--- config.mk ---
export PLATFORM = sky130hd
export DESIGN_NAME = regfile_wb_arbiter_flat
export DESIGN_NICKNAME = d
export VERILOG_FILES = /design/src/rtl/regfile_wb_arbiter_if.sv /design/src/rtl/regfile_wb_arbiter.sv /design/src/flat_wrapper.sv
export SDC_FILE = /design/constraint.sdc
export NUM_CORES = 1
export LEC_CHECK = 0
export BUFFER_PORTS_ARGS = -buffer_cell sky130_fd_sc_hd__buf_2
export CAP_MARGIN = 20
export CORE_MARGIN = 2
export CORE_UTILIZATION = 51
export DETAILED_ROUTE_END_ITERATION = 8
export PLACE_DENSITY = 0.72
export SETUP_SLACK_MARGIN = 0.15
export SLEW_MARGIN = 20
export SYNTH_ARGS = -nofsm -noshare
export SYNTH_HDL_FRONTEND = slang
export SYNTH_SLANG_ARGS = --single-unit
--- constraint.sdc ---
create_clock -name clk -period 2.4 [get_ports clk]
set_clock_uncertainty 0.2 [all_clocks]
set_input_delay 0.12 -clock clk [delete_from_list [all_inputs] [get_ports clk]]
set_output_delay 0.12 -clock clk [all_outputs]
set_load 0.005 [all_outputs]
--- src/rtl/regfile_wb_arbiter_if.sv ---
// Write-side bus bundle for the register file write arbiter.
// Groups the pipeline writeback (A), the long-latency result source (B),
// the decode-stage hazard query and the register file write port.
//   master : drives A/B requests and query addresses, observes the rest
//   slave  : the arbiter itself
interface regfile_wb_arbiter_if #(
  parameter int DATA_W = 32,
  parameter int ADDR_W = 5
);
  logic              a_we;
  logic [ADDR_W-1:0] a_waddr;
  logic [DATA_W-1:0] a_wdata;
  logic              b_valid;
  logic              b_ready;
  logic [ADDR_W-1:0] b_waddr;
  logic [DATA_W-1:0] b_wdata;
  logic [ADDR_W-1:0] q_addr1;
  logic [ADDR_W-1:0] q_addr2;
  logic              q_hit1;
  logic              q_hit2;
  logic              we;
  logic [ADDR_W-1:0] waddr;
  logic [DATA_W-1:0] wdata;

  modport master (
    output a_we, a_waddr, a_wdata,
    output b_valid, b_waddr, b_wdata,
    output q_addr1, q_addr2,
    input  b_ready, q_hit1, q_hit2,
    input  we, waddr, wdata
  );

  modport slave (
    input  a_we, a_waddr, a_wdata,
    input  b_valid, b_waddr, b_wdata,
    input  q_addr1, q_addr2,
    output b_ready, q_hit1, q_hit2,
    output we, waddr, wdata
  );
endinterface

--- src/rtl/regfile_wb_arbiter.sv ---
// Register file write-port arbiter.
// Merges the never-stalled pipeline writeback (A) with a valid/ready
// long-latency source (B). B results that cannot be written immediately are
// held in a DEPTH-entry FIFO; buffered entries made stale by a younger A write
// to the same register are killed and dropped when they reach the head.
// Decode can query whether a live buffered write targets its operands.
// Ports:
//   clk  - clock
//   rst  - synchronous, active-high reset
//   bus  - regfile_wb_arbiter_if.slave (A/B requests, hazard query, write port)
module regfile_wb_arbiter #(
  parameter int DEPTH  = 4,
  parameter int DATA_W = 32,
  parameter int ADDR_W = 5
) (
  input  logic clk,
  input  logic rst,
  regfile_wb_arbiter_if.slave bus
);

  localparam int PTR_W = (DEPTH > 1) ? $clog2(DEPTH) : 1;
  localparam int CNT_W = PTR_W + 1;

  logic [ADDR_W-1:0] addr_q [DEPTH];
  logic [DATA_W-1:0] data_q [DEPTH];
  logic [DEPTH-1:0]  live_q, live_d;
  logic [PTR_W-1:0]  rd_q, wr_q;
  logic [CNT_W-1:0]  count_q;

  logic              b_ready_c;
  logic              hs;
  logic              pop;
  logic              push;
  logic              bypass;
  logic              we_c;
  logic [ADDR_W-1:0] waddr_c;
  logic [DATA_W-1:0] wdata_c;
  logic              hit1_c, hit2_c;

  // Write port selection, FIFO control and kill: all combinational.
  always_comb begin
    live_d  = live_q;
    pop     = 1'b0;
    bypass  = 1'b0;
    we_c    = 1'b0;
    waddr_c = '0;
    wdata_c = '0;

    // Registered count only, so a pop while full frees the slot next cycle.
    b_ready_c = !rst && (count_q < CNT_W'(DEPTH));
    hs        = bus.b_valid && b_ready_c;

    if (!rst) begin
      if (bus.a_we) begin
        we_c    = 1'b1;
        waddr_c = bus.a_waddr;
        wdata_c = bus.a_wdata;
      end else if (count_q != '0) begin
        // A killed head is popped silently to keep B writes in order.
        pop = 1'b1;
        if (live_q[rd_q]) begin
          we_c    = 1'b1;
          waddr_c = addr_q[rd_q];
          wdata_c = data_q[rd_q];
        end
      end else if (hs && (bus.b_waddr != '0)) begin
        bypass  = 1'b1;
        we_c    = 1'b1;
        waddr_c = bus.b_waddr;
        wdata_c = bus.b_wdata;
      end
    end

    // Writes to r0 are consumed by the handshake but never stored.
    push = hs && !bypass && (bus.b_waddr != '0);

    // Kill only looks at entries present at the start of the cycle; the
    // push below is applied afterwards so a same-cycle B entry stays live.
    if (!rst && bus.a_we && (bus.a_waddr != '0)) begin
      for (int i = 0; i < DEPTH; i++) begin
        if (addr_q[i] == bus.a_waddr) live_d[i] = 1'b0;
      end
    end
    if (pop)  live_d[rd_q] = 1'b0;
    if (push) live_d[wr_q] = 1'b1;
  end

  // Hazard query from registered FIFO state only; free slots have live=0.
  always_comb begin
    hit1_c = 1'b0;
    hit2_c = 1'b0;
    for (int i = 0; i < DEPTH; i++) begin
      if (live_q[i] && (addr_q[i] == bus.q_addr1)) hit1_c = 1'b1;
      if (live_q[i] && (addr_q[i] == bus.q_addr2)) hit2_c = 1'b1;
    end
    hit1_c = hit1_c && !rst && (bus.q_addr1 != '0);
    hit2_c = hit2_c && !rst && (bus.q_addr2 != '0);
  end

  assign bus.b_ready = b_ready_c;
  assign bus.we      = we_c;
  assign bus.waddr   = waddr_c;
  assign bus.wdata   = wdata_c;
  assign bus.q_hit1  = hit1_c;
  assign bus.q_hit2  = hit2_c;

  // FIFO control state.
  always_ff @(posedge clk) begin
    if (rst) begin
      count_q <= '0;
      rd_q    <= '0;
      wr_q    <= '0;
      live_q  <= '0;
    end else begin
      live_q  <= live_d;
      if (pop)  rd_q <= rd_q + PTR_W'(1);
      if (push) wr_q <= wr_q + PTR_W'(1);
      count_q <= count_q + CNT_W'(push) - CNT_W'(pop);
    end
  end

  // FIFO payload; validity is tracked by live_q, so no reset needed here.
  always_ff @(posedge clk) begin
    if (push) begin
      addr_q[wr_q] <= bus.b_waddr;
      data_q[wr_q] <= bus.b_wdata;
    end
  end

endmodule
--- src/flat_wrapper.sv ---
// flat-port wrapper written by rule: the top's interface ports become plain ports
module regfile_wb_arbiter_flat 
#(
  parameter int DEPTH  = 4,
  parameter int DATA_W = 32,
  parameter int ADDR_W = 5
)
  (clk, rst, bus_a_we, bus_a_waddr, bus_a_wdata, bus_b_valid, bus_b_waddr, bus_b_wdata, bus_q_addr1, bus_q_addr2, bus_b_ready, bus_q_hit1, bus_q_hit2, bus_we, bus_waddr, bus_wdata);
  regfile_wb_arbiter_if #(.DATA_W(DATA_W), .ADDR_W(ADDR_W)) bus_i ();
  input  logic clk;
  input  logic rst;
  input wire logic [$bits(bus_i.a_we)-1:0] bus_a_we;
  input wire logic [$bits(bus_i.a_waddr)-1:0] bus_a_waddr;
  input wire logic [$bits(bus_i.a_wdata)-1:0] bus_a_wdata;
  input wire logic [$bits(bus_i.b_valid)-1:0] bus_b_valid;
  input wire logic [$bits(bus_i.b_waddr)-1:0] bus_b_waddr;
  input wire logic [$bits(bus_i.b_wdata)-1:0] bus_b_wdata;
  input wire logic [$bits(bus_i.q_addr1)-1:0] bus_q_addr1;
  input wire logic [$bits(bus_i.q_addr2)-1:0] bus_q_addr2;
  output wire logic [$bits(bus_i.b_ready)-1:0] bus_b_ready;
  output wire logic [$bits(bus_i.q_hit1)-1:0] bus_q_hit1;
  output wire logic [$bits(bus_i.q_hit2)-1:0] bus_q_hit2;
  output wire logic [$bits(bus_i.we)-1:0] bus_we;
  output wire logic [$bits(bus_i.waddr)-1:0] bus_waddr;
  output wire logic [$bits(bus_i.wdata)-1:0] bus_wdata;
  assign bus_i.a_we = bus_a_we;
  assign bus_i.a_waddr = bus_a_waddr;
  assign bus_i.a_wdata = bus_a_wdata;
  assign bus_i.b_valid = bus_b_valid;
  assign bus_i.b_waddr = bus_b_waddr;
  assign bus_i.b_wdata = bus_b_wdata;
  assign bus_i.q_addr1 = bus_q_addr1;
  assign bus_i.q_addr2 = bus_q_addr2;
  assign bus_b_ready = bus_i.b_ready;
  assign bus_q_hit1 = bus_i.q_hit1;
  assign bus_q_hit2 = bus_i.q_hit2;
  assign bus_we = bus_i.we;
  assign bus_waddr = bus_i.waddr;
  assign bus_wdata = bus_i.wdata;
  regfile_wb_arbiter #(.DEPTH(DEPTH), .DATA_W(DATA_W), .ADDR_W(ADDR_W)) u_core (.clk(clk), .rst(rst), .bus(bus_i));
endmodule
# Yosys cells after proc, flatten, opt, wreduce, memory -nomap -nowiden
# Memory sizes are Yosys's and may differ from the RTL's. A register that Yosys moved wholly into a read port is not among the register bits.
# Cells that the tools add are included.
[word_totals]
reg_bits = 11
latch_bits = 0
mem_bits_rw = 148
mem_bits_ro = 0
in_bits = 88
out_inout_bits = 41
elab_cells = 106
memories = 2
[mem_list]
columns = ["name", "words", "width", "read_ports", "rd_ports_with_merged_regs", "write_ports", "line", "rtl"]
rows = [
  ["u_core.data_q", 4, 32, 1, 1, 1, "regfile_wb_arbiter.sv:25", "logic [DATA_W-1:0] data_q [DEPTH];"],
  ["u_core.addr_q", 4, 5, 5, 1, 1, "regfile_wb_arbiter.sv:24", "logic [ADDR_W-1:0] addr_q [DEPTH];"],
]
[classes]
n_addsub = 4
multipliers = 0
n_div = 0
order_cmp = 5
n_eq_ne = 12
n_shift = 0
mux = 48
bitwise = 3
n_reduce_logical = 28
[op_table]
columns = ["op", "count"]
rows = [
  ["two-way mux 32 bit", 5],
  ["equality test 5 bit", 12],
  ["two-way mux 1 bit", 28],
  ["two-way mux 5 bit", 5],
  ["logical AND 1 bit", 21],
  ["nonzero test 5 bit", 4],
  ["two-way mux 4 bit", 3],
  ["two-way mux 2 bit", 4],
  ["less-than comparator 2 x 3 -> 1 bit (second input constant)", 2],
  ["adder 2 x 1 -> 2 bit (second input constant)", 2],
  ["bitwise AND 4 bit", 1],
  ["demux 1 bit (select 2 bit)", 2],
  [">= comparator 2 x 1 -> 1 bit (second input constant)", 2],
  ["inverter 4 bit", 1],
  ["OR 4 bit", 1],
  ["adder 3 x 1 -> 3 bit", 1],
  ["less-than comparator 3 bit (second input constant)", 1],
  ["nonzero test 3 bit", 1],
  ["subtractor 3 x 1 -> 3 bit", 1],
  ["binary-select mux 1 bit (select 2 bit)", 1],
  ["zero test 1 bit", 2],
]

# Longest topological paths before layout
# Gate-level depths: netlist of the first run.
[logic_depth]
ltp_word = 13
mapped_depth = 11
ltp_nobuf = 10

# Worst setup path before layout of the first run
# OpenSTA, ideal clock, no wires.
[synth_path]
path_kind = "reg2reg"
start = "register u_core.count_q[2]"
end = "memory u_core.addr_q[0][0] (enable)"
setup_ps = 398
arrival_ps = 1940
required_ps = 1802
slack_ps = -138
path_stages_with_launch = 6
path_buffers = 1
period_less_slack_ps = 2538
path_cell_list = "dfxtp_1 -> nor2_1 -> o311ai_0 -> nor2_1 -> buf_2 -> and2_1"
[synth_between]
elab_chain_cells = 13
word_cells_on_any_way = 14
cone_classes = "order compare: 1; mux: 6; reduce/logical: 7"
[synth_lines]
columns = ["item", "line", "rtl"]
rows = [
  ["start, declared", "regfile_wb_arbiter.sv:28", "logic [CNT_W-1:0] count_q;"],
  ["start signal, assigned", "regfile_wb_arbiter.sv:118", "count_q <= count_q + CNT_W'(push) - CNT_W'(pop);"],
  ["less-than comparator 3 bit *", "regfile_wb_arbiter.sv:50", "b_ready_c = !rst && (count_q < CNT_W'(DEPTH));"],
  ["logical AND 1 bit *", "regfile_wb_arbiter.sv:50", ""],
  ["named net bus_b_ready", "flat_wrapper.sv:20", "output wire logic [$bits(bus_i.b_ready)-1:0] bus_b_ready;"],
  ["logical AND 1 bit *", "regfile_wb_arbiter.sv:51", "hs = bus.b_valid && b_ready_c;"],
  ["logical AND 1 bit", "regfile_wb_arbiter.sv:66", "end else if (hs && (bus.b_waddr != '0)) begin"],
  ["two-way mux 1 bit", "regfile_wb_arbiter.sv:66", ""],
  ["two-way mux 1 bit", "regfile_wb_arbiter.sv:58", "end else if (count_q != '0) begin"],
  ["two-way mux 1 bit", "regfile_wb_arbiter.sv:54", "if (bus.a_we) begin"],
  ["two-way mux 1 bit", "regfile_wb_arbiter.sv:53", "if (!rst) begin"],
  ["zero test 1 bit", "regfile_wb_arbiter.sv:75", "push = hs && !bypass && (bus.b_waddr != '0);"],
  ["logical AND 1 bit * (2 in a row)", "regfile_wb_arbiter.sv:75", ""],
  ["named net u_core.push", "regfile_wb_arbiter.sv:33", "logic push;"],
  ["two-way mux 1 bit *", "regfile_wb_arbiter.sv:124", "if (push) begin"],
  ["two-way mux 1 bit (not written as such) *", "regfile_wb_arbiter.sv:125", "addr_q[wr_q] <= bus.b_waddr;"],
  ["end, declared", "regfile_wb_arbiter.sv:24", ""],
]
# Mark *: on every way through the listed nets, which the timed path passes. The rest lies on a longest branch.

# Final worst setup path of the first run
[layout_path]
start = "register u_core.live_q[0]"
end = "output port bus_wdata[11]"
[layout_between]
elab_chain_cells = 6
[layout_lines]
columns = ["item", "line", "rtl"]
rows = [
  ["start, declared", "regfile_wb_arbiter.sv:26", "logic [DEPTH-1:0] live_q, live_d;"],
  ["start signal, assigned", "regfile_wb_arbiter.sv:115", "live_q <= live_d;"],
  ["binary-select mux 1 bit (select 2 bit)", "regfile_wb_arbiter.sv:61", "if (live_q[rd_q]) begin"],
  ["two-way mux 1 bit (not written as such)", "regfile_wb_arbiter.sv:61", ""],
  ["two-way mux 32 bit", "regfile_wb_arbiter.sv:61", ""],
  ["two-way mux 32 bit", "regfile_wb_arbiter.sv:58", ""],
  ["two-way mux 32 bit", "regfile_wb_arbiter.sv:54", ""],
  ["two-way mux 32 bit", "regfile_wb_arbiter.sv:53", ""],
  ["end, declared", "flat_wrapper.sv:25", "output wire logic [$bits(bus_i.wdata)-1:0] bus_wdata;"],
]
# No other way between the ends. The select of a mux whose other input is x is not followed.

==> flow_summary.yaml, run 1 <==
sta:
  slew_violations: 0
  final_hold_vios: 2
  finalSetupViolations: 36
  fmax_mhz: 394
  fin_ws_ns: -0.138
  max-slew-margin-rel: 0.590
  setup_total_negative_slack_ns: -3.25
  max_slew.worst_pin.slew_ns: 0.615
  finalCritPeriodShare: 1.06
  final.min_clock_period_ns: 2.54
  rsz0062_at_grt: "yes"
  fin_worst_hold_slack_ns: -0.166
final_layout:
  layout_common_cells: "148 x sky130_fd_sc_hd__edfxtp_1, 128 x sky130_fd_sc_hd__buf_2, 40 x sky130_fd_sc_hd__xor2_1"
  nNetsFinal: 802
  post_route_cells_drive_above_1_share: 0.446
  multi_input_comb_area_um2: 3220
  num-fill-cells: 967
  layout-area-overhead-vs-synth_pct: 34.5
  insertedDiodeCount: 0
  most_common_cell_after_layout_fill_and_taps_aside: "sky130_fd_sc_hd__edfxtp_1"
  layout.area.seq_um2: 4720
worst_setup_path:
  crit_slowest_cell: "sky130_fd_sc_hd__mux4_2"
  ff2ff_setup_slack_ns: 0.07
  critical_path_depth: 7
  critPathKind: "reg2out"
  worst_r2r_startpoint: "u_core.count_q[1]"
  cp.required_ns: 2.08
  timing.critical_path.max_delay_family: "multiplexers"
  setup.worst_path.end: "bus_wdata[11]"
  worst_setup_path_end_kind: "output pin"
  worst_endpoint_data_arrival_time_ns: 2.22
  cp-startpoint: "u_core.live_q[0]"
  worst_path_largest_cell_delay_ns: 0.49
  path_cells: "mux4_2, nor2b_4, buf_12, buf_16, a221oi_4, nor3_1, buf_2"
  reg2reg_depth: 11
  startpoint_type: "flop"
  critical_path_peak_fanout: 8
  crit-reg2reg-capture: "u_core.count_q[2]"
  critical_path_buf_inv_count: 3
placed_design:
  pre_cts_setup_slack_ns: 0.111
  gpl.final_weighted_congestion: 0.938
  dpl.hpwl_mm: 11.9
  port-buffer-count: 128
synthesis:
  dominantRegCellSynth: "sky130_fd_sc_hd__edfxtp_1"
  synth_seq_cells: 161
  synth.yosys.warnings: 0
  synth.cell_area_um2: 7810
  synthesis.instances: 512
  synth_cell_types: 35
  synth_enable_flop_cells: 148
  synth.avg_cell_area_um2: 15.3
  synthArstFlopShare: 0
  seq_area_frac_synth: 0.602
  synth_fp_nets: 611
die:
  die_width_um: 128
  initial_utilization: 0.518
  die_h_um: 128
  core_um2: 15100
  rows: 45
  fp.dieArea_um2: 16300
  top_level_ports: 129
power_and_ir_drop:
  total_switching_power_w: 0.00227
  p_int_w: 0.00601
  switching_share: 0.274
  combPwrFrac: 0.286
  power_density_nw_per_um2: 788
  power.sequential.fraction: 0.399
  tot_pwr_w: 0.00828
  leakage_nw: 3.76
  vdd_drop_max_mv: 0.540
  clock_power_share: 0.315
grt:
  grtUsageMet2: 0.428
  grt_use_met3: 0.0472
  grt_first_pass_wirelength_mm: 30.4
  grt.met1_usage: 0.321
  global_route.peak_usage_layer: "met2"
  track_usage: 0.253
  grt_overflow: 0
  maximum_number_of_pins_on_one_net_before_global_route_repair: 42
  first_global_vias: 5318
  antenna_found_initial: 0
clocking:
  cts-buffers-inserted: 17
  clk-insertion-delay-late_ns: 0.43
  cts-root-buf: "sky130_fd_sc_hd__clkbuf_16"
  cts_sinks: 161
  clock_tree.buffer_depth: 2
  cts_htree_levels: 4
  cts_hold_buffers: 38
  clkTransAtPathRegs_ns: 0.06
  cts_tree: "done"
route:
  routed_via_count: 5356
  post_drt_via_cell_ratio: 5.92
  drt.antenna.violating_nets: 0
  drt-initial-drc-count: 452
  route.final.wire_length_mm: 20.1
  detailed_route_wire_length_per_cell_um: 22.2
  drc: 0
  drtPass1Iterations: 5
run:
  cap_violations: 0
outcome:
  outcome: "complete, but fails checks"
  failing_checks: "hold timing, setup timing"
min_path:
  hold_path.class: "in2reg"
how the worst min path moves through the flow:
stage / cells past startpoint / from / end / slack [ns]
2_1_floorplan: 0 / bus_b_waddr[0] / u_core.addr_q[0][0] / 0.02
3_3_place_gp: 1 / bus_b_wdata[23] / u_core.data_q[2][23] / 0.15
3_5_place_dp: 1 / bus_b_wdata[1] / u_core.data_q[1][1] / 0.16
4_1_cts: 2 / rst / u_core.count_q[2] / -0.21
5_1_grt: 2 / rst / u_core.count_q[2] / -0.17
6_report: 2 / rst / u_core.count_q[2] / -0.17
stage by stage:
step | instances | cell area (um^2) | util
finish | 904 | 10500 | 0.696
global route | 904 | 10500 | 0.696
CTS | 898 | 10300 | 0.682
detailed placement | 803 | 8740 | 0.579
global placement | 803 | 8740 | 0.579
floorplan | 512 | 7830 | -
cell usage after synthesis, types with 8 or more instances:
| library cell | count | share of area |
|---|---|---|
| sky130_fd_sc_hd__a221oi_1 | 17 | 0.019 |
| sky130_fd_sc_hd__a221oi_2 | 20 | 0.038 |
| sky130_fd_sc_hd__buf_2 | 9 | 0.0058 |
| sky130_fd_sc_hd__clkbuf_1 | 27 | 0.013 |
| sky130_fd_sc_hd__dfxtp_1 | 13 | 0.033 |
| sky130_fd_sc_hd__edfxtp_1 | 148 | 0.57 |
| sky130_fd_sc_hd__ha_1 | 10 | 0.016 |
| sky130_fd_sc_hd__mux4_2 | 38 | 0.11 |
| sky130_fd_sc_hd__nand3_1 | 9 | 0.0058 |
| sky130_fd_sc_hd__nor2_1 | 15 | 0.0072 |
| sky130_fd_sc_hd__nor2b_1 | 40 | 0.032 |
| sky130_fd_sc_hd__nor3_1 | 39 | 0.025 |
| sky130_fd_sc_hd__nor4_1 | 8 | 0.0064 |
| sky130_fd_sc_hd__xnor2_1 | 23 | 0.026 |
| sky130_fd_sc_hd__xor2_1 | 41 | 0.046 |
state kept, by name (all words and copies together) (netlist names), named ones only:
name,flops
u_core.addr_q,20
u_core.count_q,3
u_core.data_q,128
u_core.live_q,4
u_core.rd_q,2
u_core.wr_q,2
cell families (layout without fill, tap and decap cells):
logic type,after synthesis,count (layout),share of synthesized area
mux,39,39,0.111
simple gates,132,132,0.0938
flops,161,161,0.602
buf+inv,54,258,0.0327
fa+ha+maj,11,11,0.0186
xor+xnor,64,64,0.0717
compound gates,51,51,0.0701
timing repair:
| action | in CTS | in global routing |
|---|---|---|
| resized for setup | 52 | 25 |
| gates cloned | 5 | 0 |
| endpoints found under the setup margin | 41 | 190 |
| setup buffers | 20 | 6 |
| endpoints found under the hold margin | 152 | 2 |
| pin swaps | 34 | 24 |
layer usage:
| metal | vias to the layer above | routed length [um] | part of all wire |
|---|---|---|---|
| li1 | 2393 | - | - |
| met1 | 2728 | 8220 | 0.41 |
| met2 | 199 | 10400 | 0.52 |
| met3 | 36 | 949 | 0.047 |
| met4 | 0 | 555 | 0.028 |
| met5 | - | 0 | 0 |
final cells by class:
class                           instances  share of cell area
Clock buffer                           19              0.0412
Clock inverter                         13              0.0129
Inverter                                7             0.00250
Multi-Input combinational cell        297               0.306
Sequential cell                       161               0.449
Tap cell                              188              0.0224
Timing Repair Buffer                  219               0.165
power by group through the flow:
stage          sequential (W)  clock [W]  combinational, W
6_report              0.00330    0.00261           0.00237
2_1_floorplan         0.00331          0           0.00114
3_5_place_dp          0.00335          0           0.00164
3_3_place_gp          0.00334          0           0.00161
4_1_cts               0.00330    0.00262           0.00220
5_1_grt               0.00331    0.00275           0.00253
Note: power is estimated with default switching activity, not from simulation.
==> run 2, diff against run 1 <==
- CORE_UTILIZATION: 51 -> 53
- CTS_BUF_LIST: default -> sky130_fd_sc_hd__clkbuf_2 sky130_fd_sc_hd__clkbuf_4 sky130_fd_sc_hd__clkbuf_8
- HOLD_SLACK_MARGIN: default -> 0.06
- PLACE_DENSITY: 0.72 -> 0.81
==> run 2 against run 1 <==
Critical endpoint is now bus_wdata[10]. Core utilization increased by 1.3 points. Largest power group unchanged. Sequential share of layout area grew 1.2 points. Hold slack better by 0.32 ns. Cell count is 0.44% higher. The flow finishes with violations (setup timing).
==> flow_summary.yaml, run 2 (synthesis gave the netlist of run 1 again) <==
outcome:
  outcome: "complete, but fails checks"
  failing_checks: "setup timing"
run:
  cap_violations: 0
placed_design:
  placed_cells: 801
  port-buffer-count: 128
  gpl.final_weighted_congestion: 0.947
  dpl.hpwl_mm: 12.1
  placement.cell_area_um2: 8780
worst_setup_path:
  cp.required_ns: 2.08
  critical_path_peak_fanout: 8
  worst_r2r_startpoint: "u_core.count_q[1]"
  setup.worst_path.end: "bus_wdata[10]"
  worst_setup_path_end_kind: "output pin"
  cp-startpoint: "u_core.rd_q[0]"
  reg2reg_depth: 11
  worst_endpoint_data_arrival_time_ns: 2.30
  ff2ff_setup_slack_ns: 0.02
  crit-reg2reg-capture: "u_core.count_q[2]"
  startpoint_type: "flop"
  critPathKind: "reg2out"
die:
  initial_utilization: 0.540
  rows: 44
  top_level_ports: 129
  die_h_um: 125
  fp.dieArea_um2: 15700
  die_width_um: 125
  core_um2: 14500
sta:
  rsz0062_at_grt: "yes"
  finalSetupViolations: 34
  finalCritPeriodShare: 1.09
  final.min_clock_period_ns: 2.62
  final_hold_vios: 0
  slew_violations: 0
  setup_total_negative_slack_ns: -5.08
  max_slew.worst_pin.slew_ns: 0.945
  max-slew-margin-rel: 0.370
  fmax_mhz: 381
  fin_ws_ns: -0.224
clocking:
  cts_tree: "done"
  cts-buffers-inserted: 17
  clk-insertion-delay-late_ns: 0.45
  cts_sinks: 161
  cts_htree_levels: 4
  clkTransAtPathRegs_ns: 0.10
  clock_tree.buffer_depth: 2
  cts-root-buf: "sky130_fd_sc_hd__clkbuf_8"
power_and_ir_drop:
  power_density_nw_per_um2: 751
  total_switching_power_w: 0.00219
  clock_power_share: 0.282
  power.sequential.fraction: 0.430
  tot_pwr_w: 0.00771
  combPwrFrac: 0.288
  leakage_nw: 3.66
  switching_share: 0.285
  vdd_drop_max_mv: 0.617
  p_int_w: 0.00551
grt:
  first_global_vias: 5515
  track_usage: 0.256
  maximum_number_of_pins_on_one_net_before_global_route_repair: 74
  antenna_found_initial: 0
  grt_first_pass_wirelength_mm: 30.4
  grt_overflow: 0
final_layout:
  largest_register_ffs: 128
  fin_util: 0.709
  num-fill-cells: 901
  insertedDiodeCount: 0
  layout_common_cells: "148 x sky130_fd_sc_hd__edfxtp_1, 128 x sky130_fd_sc_hd__buf_2, 39 x sky130_fd_sc_hd__nor2b_1, 39 x sky130_fd_sc_hd__xor2_1, 39 x sky130_fd_sc_hd__dlygate4sd3_1"
  largest-register: "u_core.data_q"
  post_route_cells_drive_above_1_share: 0.434
  largest_registers: "u_core.data_q x128, u_core.addr_q x20, u_core.live_q x4"
  most_common_cell_after_layout_fill_and_taps_aside: "sky130_fd_sc_hd__edfxtp_1"
  instances_no_fill: 908
  layout-area-overhead-vs-synth_pct: 31.4
  nNetsFinal: 810
  final_cell_area_um2: 10300
route:
  routed_via_count: 5574
  route.final.wire_length_mm: 21.5
  drt.antenna.violating_nets: 0
  post_drt_via_cell_ratio: 6.14
  drtPass1Iterations: 5
  drt-initial-drc-count: 594
  detailed_route_wire_length_per_cell_um: 23.7
  drc: 0
min_path:
  hold_path.class: "in2reg"
==> run 2: cell types whose count changed in the layout (fill, tap and decap cells not counted), moves of 4 or more <==
cell and change:
sky130_fd_sc_hd__clkbuf_8 +17, sky130_fd_sc_hd__clkbuf_16 -15, sky130_fd_sc_hd__a221oi_1 +13, sky130_fd_sc_hd__a221oi_2 -9
sky130_fd_sc_hd__buf_4 +9, sky130_fd_sc_hd__buf_6 -6, sky130_fd_sc_hd__buf_16 -5, sky130_fd_sc_hd__a221oi_4 -4
sky130_fd_sc_hd__buf_12 +4, sky130_fd_sc_hd__clkinv_2 -4, sky130_fd_sc_hd__nor3_1 +4, sky130_fd_sc_hd__nor3_2 -4
==> run 2: layer usage <==
layer  global-route usage  share of wire  up-vias
li1                     -              -     2405
met1                0.338           0.37     2744
met2                0.421           0.51      369
met3               0.0578          0.088       56
met4               0.0908          0.034        0
met5                    0              0        -
==> run 2: what timing repair did <==
action | in CTS | in global routing
endpoints found under the hold margin | 159 | 0
buffers inserted | 22 | 9
gates cloned | 3 | 2
gates resized for setup | 31 | 24
endpoints found under the setup margin | 41 | 46
pin swaps | 17 | 28
hold buffers | 39 | 0
==> run 2: worst min path at each step <==
| stage | start | endpoint | slack [ns] | cells after the start |
|---|---|---|---|---|
| 6_report | bus_a_waddr[2] | u_core.live_q[2] | 0.16 | 6 |
| 5_1_grt | bus_a_waddr[0] | u_core.live_q[2] | 0.17 | 5 |
| 4_1_cts | bus_a_waddr[2] | u_core.live_q[0] | 0.08 | 5 |
| 3_5_place_dp | bus_b_wdata[25] | u_core.data_q[3][25] | 0.16 | 1 |
| 3_3_place_gp | bus_b_wdata[29] | u_core.data_q[3][29] | 0.15 | 1 |
| 2_1_floorplan | bus_b_waddr[0] | u_core.addr_q[0][0] | 0.02 | 0 |
==> run 2: worst max-delay path, stage by stage, from the launching register on <==
cell                       delay [ns]
sky130_fd_sc_hd__dfxtp_4         0.37
sky130_fd_sc_hd__mux4_2          0.54
sky130_fd_sc_hd__nor2b_4         0.16
sky130_fd_sc_hd__buf_12          0.15
sky130_fd_sc_hd__buf_16          0.15
sky130_fd_sc_hd__a221oi_4        0.23
sky130_fd_sc_hd__nor3_1          0.10
sky130_fd_sc_hd__buf_2           0.14
==> run 2: cell type report <==
type | count | area (um^2) | area share
Clock buffer | 17 | 234 | 0.0228
Clock inverter | 15 | 206 | 0.0201
Inverter | 7 | 26.3 | 0.00256
Multi-Input combinational cell | 299 | 3100 | 0.302
Sequential cell | 161 | 4730 | 0.461
Tap cell | 184 | 230 | 0.0224
Timing Repair Buffer | 225 | 1740 | 0.169
==> run 2: power by group through the flow <==
stage	logic, W	registers (W)	clock network [W]
2_1_floorplan	0.00114	0.00331	0
3_3_place_gp	0.00158	0.00335	0
3_5_place_dp	0.00162	0.00336	0
4_1_cts	0.00198	0.00331	0.00219
5_1_grt	0.00235	0.00332	0.00230
6_report	0.00222	0.00332	0.00217
==> run 2: through the flow <==
stage	hold slack, ns	worst slack [ns]
3_5_place_dp	0.160	0.0471
3_3_place_gp	0.150	0.169
5_1_grt	0.172	-0.283
2_1_floorplan	0.0189	0.174
6_report	0.158	-0.224
4_1_cts	0.0844	-0.152
